===== src/rtl/counter_arbiter.sv =====
// Round-robin arbiter that shares one up/down counter among NREQ single-step requesters.
// Define COUNTER_ARB_SAT_EN to saturate at the bounds instead of wrapping.
module counter_arbiter #(
    parameter int NREQ  = 4,
    parameter int WIDTH = 4
) (
    input  logic             clk,
    input  logic             reset,
    input  logic [NREQ-1:0]  req_i,
    input  logic [NREQ-1:0]  dir_i,
    output logic [NREQ-1:0]  gnt_o,
    output logic             increment_o,
    output logic             decrement_o,
    output logic [WIDTH-1:0] shadow_o,
    output logic             stall_o
);

    localparam int PTR_W = $clog2(NREQ);

    logic [NREQ-1:0]  gnt_q;
    logic             increment_q;
    logic             decrement_q;
    logic [WIDTH-1:0] shadow_q;
    logic [PTR_W-1:0] last_ptr_q;
    logic [NREQ-1:0]  elig;
    logic             found;
    logic [PTR_W-1:0] win;

`ifdef COUNTER_ARB_SAT_EN
    localparam logic [WIDTH-1:0] SHADOW_MAX = {WIDTH{1'b1}};
    logic stall_q;

    // A step that would cross a bound is held back until the count moves away from it.
    always_comb begin
        for (int i = 0; i < NREQ; i++) begin
            elig[i] = req_i[i] & (dir_i[i] ? (shadow_q != SHADOW_MAX) : (shadow_q != '0));
        end
    end

    always_ff @(posedge clk) begin
        if (reset) begin
            stall_q <= 1'b0;
        end else begin
            stall_q <= (|req_i) & ~found;
        end
    end

    assign stall_o = stall_q;
`else
    assign elig    = req_i;
    assign stall_o = 1'b0;
`endif

    always_comb begin
        found = 1'b0;
        win   = '0;
        for (int k = 1; k <= NREQ; k++) begin
            if (!found && elig[PTR_W'((int'(last_ptr_q) + k) % NREQ)]) begin
                found = 1'b1;
                win   = PTR_W'((int'(last_ptr_q) + k) % NREQ);
            end
        end
    end

    always_ff @(posedge clk) begin
        if (reset) begin
            gnt_q       <= '0;
            increment_q <= 1'b0;
            decrement_q <= 1'b0;
            shadow_q    <= '0;
            last_ptr_q  <= PTR_W'(NREQ - 1);
        end else if (found) begin
            gnt_q       <= NREQ'(1) << win;
            increment_q <= dir_i[win];
            decrement_q <= ~dir_i[win];
            shadow_q    <= dir_i[win] ? shadow_q + WIDTH'(1) : shadow_q - WIDTH'(1);
            last_ptr_q  <= win;
        end else begin
            gnt_q       <= '0;
            increment_q <= 1'b0;
            decrement_q <= 1'b0;
        end
    end

    assign gnt_o       = gnt_q;
    assign increment_o = increment_q;
    assign decrement_o = decrement_q;
    assign shadow_o    = shadow_q;

endmodule

===== config.mk =====
export PLATFORM = sky130hd
export DESIGN_NAME = counter_arbiter
export DESIGN_NICKNAME = d
export VERILOG_FILES = /design/src/rtl/counter_arbiter.sv
export SDC_FILE = /design/constraint.sdc
export NUM_CORES = 1
export LEC_CHECK = 0
export CORE_UTILIZATION = 38
export DETAILED_ROUTE_END_ITERATION = 8
export GPL_ROUTABILITY_DRIVEN = 0
export GPL_TIMING_DRIVEN = 0
export PLACE_DENSITY_LB_ADDON = 0.2
export SLEW_MARGIN = 20
export SYNTH_ARGS = -nofsm -noshare
export SYNTH_HDL_FRONTEND = slang
export SYNTH_SLANG_ARGS = --single-unit

===== constraint.sdc =====
create_clock -name clk -period 2.7 [get_ports clk]
set_input_delay 0.675 -clock clk [delete_from_list [all_inputs] [get_ports clk]]
set_output_delay 0.675 -clock clk [all_outputs]
set_load 0.01 [all_outputs]

## Word-level counts from Yosys, hierarchy flattened

Cells that the tools add are included.

- Bits in registers: 12
- Latch bits: 0
- RAM bits: 0
- Bits in read-only memories: 0
- Word-level logic and storage cells: 49
- Memories kept: 0

- $add $sub $neg: 6
- $mul: 0
- Div/mod/pow operators: 0
- Order comparisons: 5
- Equality and inequality tests: 0
- Shifts and indexed selects: 1
- Mux-type cells: 23
- Bitwise logic cells: 2
- Reduce and logical (&&, ||, !) cells: 7

Operators with widths:

| operator | number |
|---|---|
| $lt 2x4->1 const B | 4 |
| $mux 1 | 13 |
| $bmux 1 s2 | 5 |
| $mux 2 | 4 |
| $add 2x1->2 const B | 2 |
| $add 2x2->2 const B | 2 |
| $add 4x1->4 const B | 1 |
| $mux 4 | 1 |
| $shl 1x2->4 const A | 1 |
| $sub 4x1->4 const B | 1 |
| $logic_and 1x1->1 | 3 |
| $logic_not 1->1 | 3 |
| $lt 2x3->1 const B | 1 |
| $not 1->1 | 2 |
| $reduce_or 2->1 | 1 |

## Depth between registers and ports, before layout

- Word-level depth: 17
- Depth in mapped cells: 9
- Mapped depth without buffers: 9

## Worst setup path before layout

OpenSTA, ideal clock, no wires.

- Kind: input to register
- Start: input req_i[1]
- End: register shadow_q[2] (netlist: shadow_o[2])
- Arrival: 2.423 ns
- Setup slack: 0.153 ns
- Cell stages on the path: 9
- Buffers on the path: 0
- Cell sequence: or3b_1 > o221a_4 > mux2i_2 > mux2i_4 > xnor2_1 > ha_1 > nor2b_1 > mux2i_1 > mux2_1

- Cells in the longest elaborated chain, start to end: 16

RTL lines:

| item | line | RTL |
|---|---|---|
| start: declaration | 9 | `input logic [NREQ-1:0] req_i,` |
| $bmux 1 s2 | 58 | `if (!found && elig[PTR_W'((int'(last_ptr_q) + k) % NREQ)]) begin` |
| $mux 1 (not written as such) (2 in series) | 58 |  |
| $mux 1 | 58 |  |
| $logic_not 1->1 | 58 |  |
| $logic_and 1x1->1 | 58 |  |
| $mux 1 | 58 |  |
| $logic_not 1->1 | 58 |  |
| $logic_and 1x1->1 | 58 |  |
| $mux 1 | 58 |  |
| $logic_not 1->1 | 58 |  |
| $logic_and 1x1->1 | 58 |  |
| $mux 2 | 58 |  |
| $bmux 1 s2 | 76 | `shadow_q <= dir_i[win] ? shadow_q + WIDTH'(1) : shadow_q - WIDTH'(1);` |
| $mux 1 (not written as such) | 76 |  |
| $mux 4 | 76 |  |
| end signal: assignment | 76 |  |
| end: declaration | 23 | `logic [WIDTH-1:0] shadow_q;` |

Parallel ways exist; a longest one is shown, timed or not. The select of a mux whose other input is x is not followed.
A chain may end at the register's enable or synchronous reset.

## Worst setup path after layout

- Start: input req_i[0]
- End: register shadow_q[2] (netlist: shadow_o[2])

The elaborated chain is that of the path after synthesis.

==> results.txt <==
The run finished with clean final reports. The synthesis-to-finish area growth is 39.47%. The number of iterations in the first detailed-routing pass came out at 6. After synthesis, the largest family of logic cells by area is simple AND/OR/NAND/NOR gates.

The combinational power share is a little over a third. After synthesis, the cell types taking the most area are dfxtp_1 39%, nor2_1 6.7%, mux2i_1 4.9%. The final setup violation count came out at 0. The share of the synthesized area in the top cell type came out at between 30% and 40%. The area of the core is 1506 um^2.

After Yosys synthesis, XOR and XNOR cells account for 2.863% of the synthesized area. The static power due to leakage came out at 0.3603 nW. The final worst clock skew is between 0.001 and 0.0015 ns.

Entering global routing, the biggest net connects 11 pins. The synthesized design contains 0 enable-type register cells. The count of filler cells inserted in the layout is 145. The achievable frequency is between 0.3 and 0.4 GHz. The multi-input gate area in the final layout is 366.6 um^2. The net switching fraction of the power is 29.00%.

The worst-case reg-to-reg path depth came out at 9. The tightest min-delay check is of the register to register type. The clock share of power is 24.5%. In the synthesized netlist, the cells that appear most often are 12 x dfxtp_1, 11 x nor2_1, 4 x nor2b_1. In this run the critical register-to-register path is launched from last_ptr_q[1]. The post-route antenna net violation count came out at 0. The HPWL after detailed placement is slightly below 900 um.

Dividing the detail-routed via count by the number of cells gives 5.058. After detailed routing, the number of remaining DRC violations is 0. The count of state elements after synthesis is 12.

The count of buffers from port buffering came out at 18. Across the VDD grid, the largest voltage drop is 0.4276 mV. The setup TNS is 0 ns. Summing the areas of all compound-gate instances in the mapped netlist gives 12.07% of the synthesized area. After layout, the worst path uses 94.88% of the clock period.

The power density of the placed cells is 674.1 nW/um^2. The count of final hold-check violations came out at 0. The netlist area before placement came out at 611.8 um^2.

The net count of the finished layout is 99. The critical path starts at req_i[0]. The CTS tree is done.

The clock-pin slew on the worst setup and hold paths is 0.07 ns. The via count of the first global-routing pass is between 400 and 500. The largest single stage delay on the critical path is roughly 0.33 ns. The final routed wirelength across all metal layers is 1169 um. The netlist uses 30 different library cells. The number of warning messages in the yosys log is 0. The source-to-sink clock delay at the later pin of the worst-skew pair came out at 0.27 ns. The total grt overflow came out at 0. The routed layout has between 500 and 600 vias.

For hold timing, the worst endpoint is shadow_o[3]. The share of layout cells above drive strength 1 came out at a little under a fifth. Cell internal power was estimated by the tool at 0.4084 mW. The final critical-path required period is 2.562 ns.

The part of the total power dissipated in sequential elements is 40.4%. In this run the clock root is driven by a clkbuf_4. Summing all flip-flop and latch instances after layout gives 240.2 um^2.

The area share of fa/ha/maj cells after synthesis is under 10%. The synthesized netlist devotes approximately a quarter of its cell area to simple gates. The total chip power is 0.5752 mW. The number of top-level design ports is 21.

The arrival time of data at the critical path endpoint is 2.72 ns. The initial utilization of the core area, before any placement, comes to 40.61%. The async set-or-reset flop fraction in the synthesized netlist came out at 0%. The max-cap check violation count is 0.

In the post-synthesis netlist, the cell with the most instances is dfxtp_1. Among all flip-flop cells after synthesis, the most frequent one is dfxtp_1. After technology mapping, the gate count stands at 64.

After floorplanning, the core was divided into 14 placement rows. Across every metal layer, demand over resource in global routing totals between 15 and 20%. The count of inserted antenna diode cells is 0.

The headroom to the max-slew limit came out at 42.81%. The power dissipated by switching net loads came out at 0.1668 mW. In this run the horizontal extent of the chip is 42.13 um. Counting instances, the worst hold path has a depth of 2. The first-pass GRT wire length came out at roughly 2100 um. The mux cell area share after synthesis came out at between 10% and 20%. The biggest fanout along the worst timing path came out at 5. No sink is reached through more buffers than the 2 on the longest clock path. The worst setup path is captured at a register.

The initial antenna violation count is 0. The floorplan step defined a die boundary enclosing 1775 um^2. Of all cell types, the one taking the most synthesized area is dfxtp_1.

CTS built an H-tree with a depth of 1. The die height is 42.13 um. The worst-margin pin slew is between 0.8 and 0.9 ns. The signal on the critical path passes through dlygate4sd2_1, o21ai_2, o221a_4, mux2i_2, mux2i_4, xnor2_1, ha_1, nor2b_1, mux2i_1, mux2_1. The mean instance size in the synthesized netlist came out at 9.560 um^2. The violation count after the first detailed-routing iteration came out at 9. The total clock buffers created by CTS came out at 3.

The endpoint of the most critical register-to-register path is shadow_o[2]. The total count of max-transition violations in the final report is 0. The worst setup path is launched from a primary input. The start-to-end type of the worst setup path is primary input to register. The total number of clock tree sinks is 12.

Setup repair after global routing left no endpoint under its margin. The sequential area share after synthesis came out at 39.26%. The worst endpoint required time came out at 2.86 ns. Among all stages on the critical path, the largest delay is contributed by mux2_1. The detail-routed net length per standard cell came out at 11.35 um. The slack of the worst reg-to-reg path is 0.36 ns.

Synthesis produced a netlist with a net count of 75. The worst hold path begins at shadow_o[3].
## layout by cell type, fill, tap and decap left out, types with 2 or more instances in the layout
master | synthesis | layout
a21oi_1 | 2 | 2
and2b_1 | 2 | 2
buf_4 | 1 | 2
clkbuf_2 | 0 | 2
clkbuf_4 | 0 | 3
clkdlybuf4s50_1 | 0 | 14
dfxtp_1 | 12 | 12
dlygate4sd2_1 | 0 | 2
mux2_1 | 2 | 2
mux2i_1 | 3 | 3
mux2i_2 | 2 | 2
nand2b_1 | 2 | 2
nor2_1 | 11 | 10
nor2b_1 | 4 | 4
nor3_1 | 2 | 2
o21ai_0 | 3 | 2
o21ai_2 | 0 | 2
## worst max-delay path, delay by kind of cell
family / cells / cell delay [ns]
fa+ha+maj: 1 / 0.19
simple gates: 1 / 0.13
compound gates: 2 / 0.41
buf+inv: 1 / 0.30
mux: 4 / 0.89
xor+xnor: 1 / 0.14
## cell families after synthesis
kind of cell    after synthesis
mux                           8
other cells                   1
flops                        12
xor+xnor                      2
fa+ha+maj                     1
buf+inv                       3
simple gates                 27
compound gates               10
## registers in the layout, summed over array words and instances, names as in the netlist
register     flops
decrement_o      1
increment_o      1
last_ptr_q       2
shadow_o         4
gnt_o            4
## power by group through the flow
stage	sequential [mW]	combinational [mW]	clock, mW
final	0.233	0.202	0.141
after global routing	0.237	0.219	0.159
after CTS	0.233	0.203	0.146
after detailed placement	0.236	0.198	0
after global placement	0.235	0.196	0
after floorplan	0.246	0.107	0
## per-stage QoR
| step | hold WS (ns) | worst slack [ns] | cells | instance area [um^2] | util [%] |
|---|---|---|---|---|---|
| floorplan | 0.5050 | 0.1533 | 64 | 611.8 | - |
| global placement | 0.5206 | -0.5268 | 98 | 812.0 | 53.90 |
| detailed placement | 0.5426 | -0.5696 | 98 | 812.0 | 53.90 |
| CTS | 0.5601 | 0.01736 | 103 | 857.1 | 56.89 |
| global route | 0.6289 | 0.06051 | 103 | 853.3 | 56.64 |
| finish | 0.5564 | 0.1384 | 103 | 853.3 | 56.64 |
## per-layer routing
| metal | track usage (%) | vias to the layer above | routed length, um |
|---|---|---|---|
| met5 | 0 | - | 0 |
| met4 | 9.375 | 0 | 0 |
| met3 | 5.172 | 0 | 42 |
| met2 | 27.19 | 11 | 602 |
| met1 | 17.47 | 245 | 524 |
| li1 | - | 265 | - |
## final cells by class
type / count / area share, %
multi-input cells: 49 / 42.96
flip-flops and latches: 12 / 28.15
repair buffers: 19 / 20.53
clock buffers: 4 / 4.252
well taps: 16 / 2.346
plain buffers: 2 / 1.320
inverters: 1 / 0.4399
## what timing repair did
| item | in CTS | in global routing |
|---|---|---|
| gates resized for setup | 7 | 5 |
| endpoints found under the setup margin | 1 | 1 |
| hold buffers | 0 | 0 |
| buffers inserted | 1 | 0 |
| pin swaps | 2 | 1 |
## worst max-delay path by stage
stage / end / slack, ns / depth (start not counted)
2_1_floorplan: shadow_o[2] / 0.15 / 9
3_3_place_gp: shadow_o[2] / -0.53 / 10
3_5_place_dp: shadow_o[2] / -0.57 / 10
4_1_cts: shadow_o[2] / 0.02 / 10
5_1_grt: shadow_o[2] / 0.06 / 10
6_report: shadow_o[2] / 0.14 / 10
No activity file was read; power rests on OpenSTA's default activity.
